`src/rtl/xoodyak_block_feeder.sv`:
```
// Packs a 32-bit valid/ready message stream into rate-sized Xoodyak blocks and
// presents each block with its opmode to the core for exactly OP_CLKS cycles.
module xoodyak_block_feeder #(
  parameter int OP_CLKS     = 4,
  parameter int RKIN_BYTES  = 44,
  parameter int RKOUT_BYTES = 24
) (
  input  logic         eph1,
  input  logic         reset_n,
  input  logic         in_valid,
  output logic         in_ready,
  input  logic [31:0]  in_data,
  input  logic [2:0]   in_bytes,
  input  logic         in_last,
  input  logic [3:0]   in_mode,
  output logic [351:0] input_data,
  output logic [4:0]   opmode,
  output logic         blk_valid,
  output logic [5:0]   blk_len,
  output logic         blk_last
);

  localparam int          CW     = (OP_CLKS > 1) ? $clog2(OP_CLKS) : 1;
  localparam logic [5:0]  CAP_IN = 6'(RKIN_BYTES);
  localparam logic [5:0]  CAP_OUT = 6'(RKOUT_BYTES);
  localparam logic [CW-1:0] CNT_END = CW'(OP_CLKS - 1);

  typedef enum logic {FILL, ISSUE} state_t;

  state_t          state_q, state_d;
  logic [351:0]    buf_q, buf_d;
  logic [5:0]      ptr_q, ptr_d;
  logic [3:0]      mode_q, mode_d;
  logic            first_q, first_d;
  logic            last_q, last_d;
  logic            err_q, err_d;
  logic            rdy_q;
  logic [CW-1:0]   cnt_q, cnt_d;

  logic            accept, msg_start, short_wd;
  logic [3:0]      mode_eff;
  logic [5:0]      cap;
  logic [2:0]      nb;
  logic [31:0]     wmask;
  logic [351:0]    word_sh;

  always_comb begin
    accept    = in_valid & rdy_q;
    // A message begins on the first word of a first block; nothing is buffered yet.
    msg_start = first_q && (ptr_q == 6'd0);
    mode_eff  = msg_start ? in_mode : mode_q;
    cap       = (mode_eff == 4'd4 || mode_eff == 4'd5) ? CAP_OUT : CAP_IN;
    short_wd  = (in_bytes < 3'd4) && !in_last;
    nb        = (in_bytes >= 3'd4 || short_wd) ? 3'd4 : in_bytes;
    case (nb)
      3'd0:    wmask = 32'h0;
      3'd1:    wmask = {in_data[31:24], 24'h0};
      3'd2:    wmask = {in_data[31:16], 16'h0};
      3'd3:    wmask = {in_data[31:8], 8'h0};
      default: wmask = in_data;
    endcase
    // Buffer is cleared between blocks, so OR-ing the shifted word places it.
    word_sh   = {wmask, 320'h0} >> {ptr_q, 3'b000};

    state_d = state_q;
    buf_d   = buf_q;
    ptr_d   = ptr_q;
    mode_d  = mode_q;
    first_d = first_q;
    last_d  = last_q;
    err_d   = err_q;
    cnt_d   = cnt_q;

    case (state_q)
      FILL: begin
        if (accept) begin
          buf_d = buf_q | word_sh;
          ptr_d = ptr_q + {3'b000, nb};
          if (msg_start) mode_d = in_mode;
          if (short_wd)  err_d  = 1'b1;
          if (in_last)   last_d = 1'b1;
          if (ptr_d == cap || in_last) begin
            state_d = ISSUE;
            cnt_d   = '0;
          end
        end
      end
      ISSUE: begin
        cnt_d = cnt_q + 1'b1;
        if (cnt_q == CNT_END) begin
          state_d = FILL;
          buf_d   = '0;
          ptr_d   = '0;
          first_d = last_q;
          last_d  = 1'b0;
        end
      end
      default: state_d = FILL;
    endcase
  end

  always_ff @(posedge eph1 or negedge reset_n) begin
    if (!reset_n) begin
      state_q <= FILL;
      buf_q   <= '0;
      ptr_q   <= '0;
      mode_q  <= '0;
      first_q <= 1'b1;
      last_q  <= 1'b0;
      err_q   <= 1'b0;
      cnt_q   <= '0;
      rdy_q   <= 1'b0;
    end else begin
      state_q <= state_d;
      buf_q   <= buf_d;
      ptr_q   <= ptr_d;
      mode_q  <= mode_d;
      first_q <= first_d;
      last_q  <= last_d;
      err_q   <= err_d;
      cnt_q   <= cnt_d;
      rdy_q   <= (state_d == FILL);
    end
  end

  // Outputs decode straight from state so an async reset drops them at once.
  always_comb begin
    in_ready   = rdy_q;
    blk_valid  = (state_q == ISSUE);
    input_data = blk_valid ? buf_q : '0;
    opmode     = blk_valid ? {~first_q, mode_q} : 5'h00;
    blk_len    = blk_valid ? ptr_q : 6'd0;
    blk_last   = blk_valid & last_q;
  end

endmodule
```
`config.mk`:
```
export PLATFORM = sky130hd
export DESIGN_NAME = xoodyak_block_feeder
export DESIGN_NICKNAME = d
export VERILOG_FILES = /design/src/rtl/xoodyak_block_feeder.sv
export SDC_FILE = /design/constraint.sdc
export NUM_CORES = 1
export LEC_CHECK = 0
export CAP_MARGIN = 40
export CORE_AREA = 2 2 185 187
export DETAILED_ROUTE_END_ITERATION = 10
export DIE_AREA = 0 0 187 189
export GPL_TIMING_DRIVEN = 1
export PLACE_DENSITY = 0.85
export SLEW_MARGIN = 25
export SYNTH_ARGS = -nofsm -noshare
export SYNTH_HDL_FRONTEND = slang
export SYNTH_SLANG_ARGS = --single-unit
```
`constraint.sdc`:
```
create_clock -name eph1 -period 3.7 [get_ports eph1]
set_clock_uncertainty 0.05 [all_clocks]
set_input_delay 0.555 -clock eph1 [delete_from_list [all_inputs] [get_ports eph1]]
set_output_delay 0.555 -clock eph1 [all_outputs]
set_load 0.05 [all_outputs]
```
### After elaboration in Yosys (flattened, before gate mapping)

Index checks and enable logic that the tools add are counted.

| cells by class | value |
|---|---|
| add/sub/neg operators | 2 |
| magnitude comparators | 2 |
| equality and inequality tests | 11 |
| shift-type cells | 1 |
| multiplexer cells | 24 |
| bitwise logic cells | 6 |
| reductions and logical operators | 13 |

Operators by type and width:

| cell | number |
|---|---|
| $mux W352 | 3 |
| $pmux W352 S2 | 1 |
| $or A352 B352 Y352 | 1 |
| $shr A352 B9 Y352 | 1 |
| $pmux W32 S4 | 1 |
| $mux W6 | 4 |
| $pmux W6 S2 | 1 |
| $eq A4 B3 Y1 const B | 2 |
| $reduce_and A2 Y1 | 4 |
| $add A6 B3 Y6 | 1 |
| $eq A3 B2 Y1 const B | 2 |
| $eq A6 B6 Y1 | 1 |
| $logic_not A6 Y1 | 1 |
| $mux W1 | 6 |
| $ne A2 B2 Y1 const B | 3 |
| $mux W5 | 1 |
| $mux W2 | 2 |
| $mux W4 | 1 |
| $pmux W1 S2 | 2 |
| $pmux W2 S2 | 1 |
| $eq A3 B1 Y1 const B | 1 |
| $ge A3 B3 Y1 const B | 1 |
| $logic_not A3 Y1 | 1 |
| $logic_or A1 B1 Y1 | 3 |
| other kinds (10) | 14 |

| storage, ports and cells | value |
|---|---|
| flip-flop bits (word level) | 368 |
| input bits | 43 |
| output and inout port bits | 366 |
| logic and storage cells | 67 |

### Longest topological paths before layout

| depth | value |
|---|---|
| depth in word-level cells | 12 |
| depth in mapped cells | 13 |

### Worst setup path after synthesis

No wires, ideal clock.

| path | value |
|---|---|
| kind | input to register |
| from | input in_bytes[2] |
| to | register cnt_q[0] |
| library setup time | 0.140 ns |
| arrival time | 2.765 ns |
| required time | 3.510 ns |
| setup slack | 0.744 ns |
| stages on the path | 13 |
| path through | nand2b_1 > buf_4 > buf_6 > clkbuf_1 > nor2_1 > ha_1 > fa_1 > xnor2_1 > a31oi_1 > a2bb2oi_1 > mux2i_1 > o41ai_2 > a31oi_1 |

| between the ends | value |
|---|---|
| word-level cells in the longest chain between the ends | 9 |
| elaborated cells between the ends (all ways) | 10 |
| those cells by class | add/sub: 1; order compare: 2; eq/ne: 2; mux: 1; reduce/logical: 4 |

Ends and longest elaborated chain:

| item | line | source |
|---|---|---|
| from (decl) | 13 | `input logic [2:0] in_bytes,` |
| $lt A3 B3 Y1 | 53 | `short_wd = (in_bytes < 3'd4) && !in_last;` |
| $logic_and A1 B1 Y1 | 53 |  |
| $logic_or A1 B1 Y1 | 54 | `nb = (in_bytes >= 3'd4 \|\| short_wd) ? 3'd4 : in_bytes;` |
| $mux W3 (*) | 54 |  |
| $add A6 B3 Y6 (*) | 78 | `ptr_d = ptr_q + {3'b000, nb};` |
| $eq A6 B6 Y1 (*) | 82 | `if (ptr_d == cap \|\| in_last) begin` |
| $logic_or A1 B1 Y1 (*) | 82 |  |
| $ne A2 B2 Y1 (no line) (*) | - |  |
| $reduce_and A2 Y1 (no line) (*) | - |  |
| to (signal assigned) | 121 | `cnt_q <= cnt_d;` |
| to (decl) | 38 | `logic [CW-1:0] cnt_q, cnt_d;` |

Every way passes the cells marked *; elsewhere a longest branch is shown, timed or not.
A chain may end at the register's enable or synchronous reset.

### Worst setup path after layout

| path | value |
|---|---|
| from | register state_q, in the netlist blk_valid |
| to | output input_data[86] |

| between the ends | value |
|---|---|
| word-level cells in the longest chain between the ends | 1 |

Ends and longest elaborated chain:

| item | line | source |
|---|---|---|
| from (decl) | 30 | `state_t state_q, state_d;` |
| from (signal assigned) | 114 | `state_q <= state_d;` |
| $mux W352 | 130 | `input_data = blk_valid ? buf_q : '0;` |
| to (decl) | 16 | `output logic [351:0] input_data,` |

No other way between the ends.

==> results.sh <==
export IMPL_status="finished, violations left"
export IMPL_violations="hold timing"
export IMPL_post_cts_setup_buffers=0
export IMPL_cts_buffer_depth=3
export IMPL_vias=17100
export IMPL_drt_iter0_markers=1902
export IMPL_slew_viol_final=0
export IMPL_avgRoutedWirePerCell_um=23.7
export IMPL_slowest_stage="clkdlybuf4s50_1"
export IMPL_dpl_hpwl_um=46900
export IMPL_holdCritPathClass="input pin to asynchronous set/reset pin"
export IMPL_synth_largest_area_cell="dfrtp_1"
export IMPL_fmax_mhz=284
export IMPL_crit_path_max_fanout=72
export IMPL_p_leak_nw=10.7
export IMPL_grt_pass1_vias=16800
export IMPL_die_height_um=189
export IMPL_yosysMostFrequentCell="and2_1"
export IMPL_ys_warnings_count=0
export IMPL_grt_overflow_total=0
export IMPL_synth_top_area_share_pct=51.0
export IMPL_tightest_slew_ns=0.847
export IMPL_place_gp_congestion=1.02
export IMPL_worstSetupPathType="register to output pin"
export IMPL_switching_share_pct=44.2
export IMPL_setup_violations=0
export IMPL_synthFlopType="dfrtp_1"
export IMPL_htreeDepth=2
export IMPL_first_pass_iters=7
export IMPL_finalWirelength_um=66100
export IMPL_power_frac_seq_pct=31.5
export IMPL_clk_pin_slew_ns=0.06
export IMPL_grt_pass1_wl_um=101000
export IMPL_syn2layout_area_growth_pct=33.4
export IMPL_r2r_end="buf_q[151]"
export IMPL_clock_latency_ns=0.53
export IMPL_cap_viol_max_count=0
export IMPL_fp_dieW_um=187
export IMPL_period_minus_slack_ns=3.52
export IMPL_endpoint="input_data[86]"
export IMPL_start_util_pct=54.1
export IMPL_n_antenna_cell=0
export IMPL_final_nets=2358
export IMPL_total_power_w=0.0175
export IMPL_end_kind="output pin"
export IMPL_combPwrFrac_pct=44.6
export IMPL_hold_ws_ns=-0.0233
export IMPL_drc=0
export IMPL_postSynth_asyncResetShare_pct=100
export IMPL_cts_resized=0
export IMPL_clkPwrFrac_pct=23.9
export IMPL_switchingPower_w=0.00773
export IMPL_grt_max_degree=158
export IMPL_io_buffer_count=408
export IMPL_synth_nets=1999
export IMPL_rsz0062_at_grt="no"
export IMPL_ant_nets=0
export IMPL_synth_common_cells="and2_1, dfrtp_1, nor2_1"
export IMPL_synth_cells=1951
export IMPL_reg2regPathDepth=5
export IMPL_core_sq_mm=0.0333
export IMPL_r2r_slack_ns=0.80
export IMPL_syn_area_per_cell_sq_um=9.24
export IMPL_tns_ns=0
export IMPL_p_int_w=0.00974
export IMPL_dpl_cell_area_sq_mm=0.0226
export IMPL_cts_tree="built"
export IMPL_netlist_top_cells_area="dfrtp_1, and2_1, a21oi_1, nor2_1, nand2_1"
export IMPL_ioPinCount=409
export IMPL_post_route_period_util_pct=95.1
export IMPL_powerDensity_mw_per_mm2=727
export IMPL_synth_edf_count=0
export IMPL_cts_root_buffer="clkbuf_16"
export IMPL_yosysUniqueCellTypes=62
export IMPL_crit_arrival_ns=2.91
export IMPL_cpPeakStageDelay_ns=0.86
export IMPL_drive_gt1_share_pct=8.12
export IMPL_slew_headroom_pct=43.5
export IMPL_final_instance_count_excl_fill=2788
export IMPL_dp_cells=2712
export IMPL_cts_sinks=368
export IMPL_numCtsBuffers=39
export IMPL_finalInstanceArea_sq_mm=0.0240
export IMPL_peakVddDrop_v=0.000470
export IMPL_dieArea_sq_mm=0.0353
export IMPL_rows=67
export IMPL_hold_viol=19
export IMPL_ctsHoldBuffers=0
export IMPL_worst_ep_required_time_ns=3.09
export IMPL_antenna_found_initial=0
export IMPL_crit_start="blk_valid"
export IMPL_netlist_area_sq_mm=0.0180
export IMPL_startpoint_type="register"
export IMPL_grt_usage_pct=36.9
export IMPL_via_per_inst=6.12
export IMPL_r2r_start="ptr_q[2]"
export IMPL_synth_seq_cells=368
export IMPL_yosysSeqAreaShare_pct=51.1
export IMPL_cp_cell_sequence="buf_12 -> buf_4 -> and2_1 -> clkdlybuf4s50_1"
==> power by group through the flow <==
stage / logic [W] / clock network, W / registers (W)
after global routing: 0.00819 / 0.00436 / 0.00559
final: 0.00779 / 0.00418 / 0.00550
after global placement: 0.00730 / 0 / 0.00558
after detailed placement: 0.00748 / 0 / 0.00563
after floorplan: 0.00506 / 0 / 0.00527
after CTS: 0.00751 / 0.00420 / 0.00557
==> kinds of logic (layout without fill, tap and decap cells) <==
group | after synthesis | after routing | synth area share, %
compound gates | 517 | 517 | 18.3
xor+xnor | 4 | 4 | 0.194
fa+ha+maj | 5 | 5 | 0.389
buf+inv | 170 | 559 | 3.91
flops | 368 | 368 | 51.1
mux | 32 | 32 | 1.92
simple gates | 855 | 855 | 24.2
==> metrics by stage <==
| step | setup slack (ns) | utilization [%] |
|---|---|---|
| CTS | 0.0175 | 72.0 |
| finish | 0.180 | 72.2 |
| global route | 0.0994 | 72.2 |
| floorplan | 0.744 | - |
| global placement | 0.387 | 67.7 |
| detailed placement | 0.335 | 67.9 |
==> state kept, by name (all words and copies together), names as in the netlist <==
signal     cells
first_q        1
cnt_q          2
ptr_q          6
blk_valid      1
last_q         1
mode_q         4
in_ready       1
buf_q        352
==> final cells by class <==
cell class,count,area [sq um]
clock buffers,55,1120
clock inverters,16,251
fillers,2433,9240
inverters,12,45.0
multi-input cells,1413,8140
flip-flops and latches,368,9220
well taps,448,561
repair buffers,476,4710
==> critical path, delay by kind of cell (launching register included) <==
| family | cells | cell delay [ns] |
|---|---|---|
| buf+inv | 3 | 1.50 |
| flops | 1 | 0.60 |
| simple gates | 1 | 0.19 |
==> worst min path at each step <==
stage	from	to	slack (ns)	cells past startpoint
floorplan	reset_n	blk_valid	0.21	0
global placement	buf_q[120]	buf_q[120]	0.41	2
detailed placement	buf_q[251]	buf_q[251]	0.41	2
CTS	reset_n	buf_q[336]	0.01	1
global route	reset_n	buf_q[248]	0.04	1
finish	reset_n	buf_q[120]	-0.02	1
==> layer usage <==
layer / GRT usage (%) / vias to the layer above / part of all wire (%)
li1: - / 7395 / -
met1: 47.9 / 8286 / 38
met2: 58.0 / 1138 / 46
met3: 9.10 / 248 / 10
met4: 18.3 / 0 / 5.5
met5: 0 / - / 0
==> cell usage in the layout, fill, tap and decap left out, types with 7 or more instances in the layout <==
cell / n
a32o_1: 20
nand2b_1: 7
nand2_1: 133
nand3_1: 35
o221ai_1: 15
a22oi_1: 12
o221ai_2: 9
inv_1: 10
o211ai_1: 8
nor2_1: 265
a21oi_1: 217
buf_12: 7
o22ai_1: 39
clkdlybuf4s50_1: 405
a221oi_1: 14
a22o_1: 41
mux2i_1: 11
mux2_2: 20
clkbuf_1: 9
o22a_1: 7
o21ai_0: 76
clkbuf_16: 40
dfrtp_1: 364
buf_4: 56
and2_1: 374
a31oi_1: 37
(Power assumes the default switching activity.)
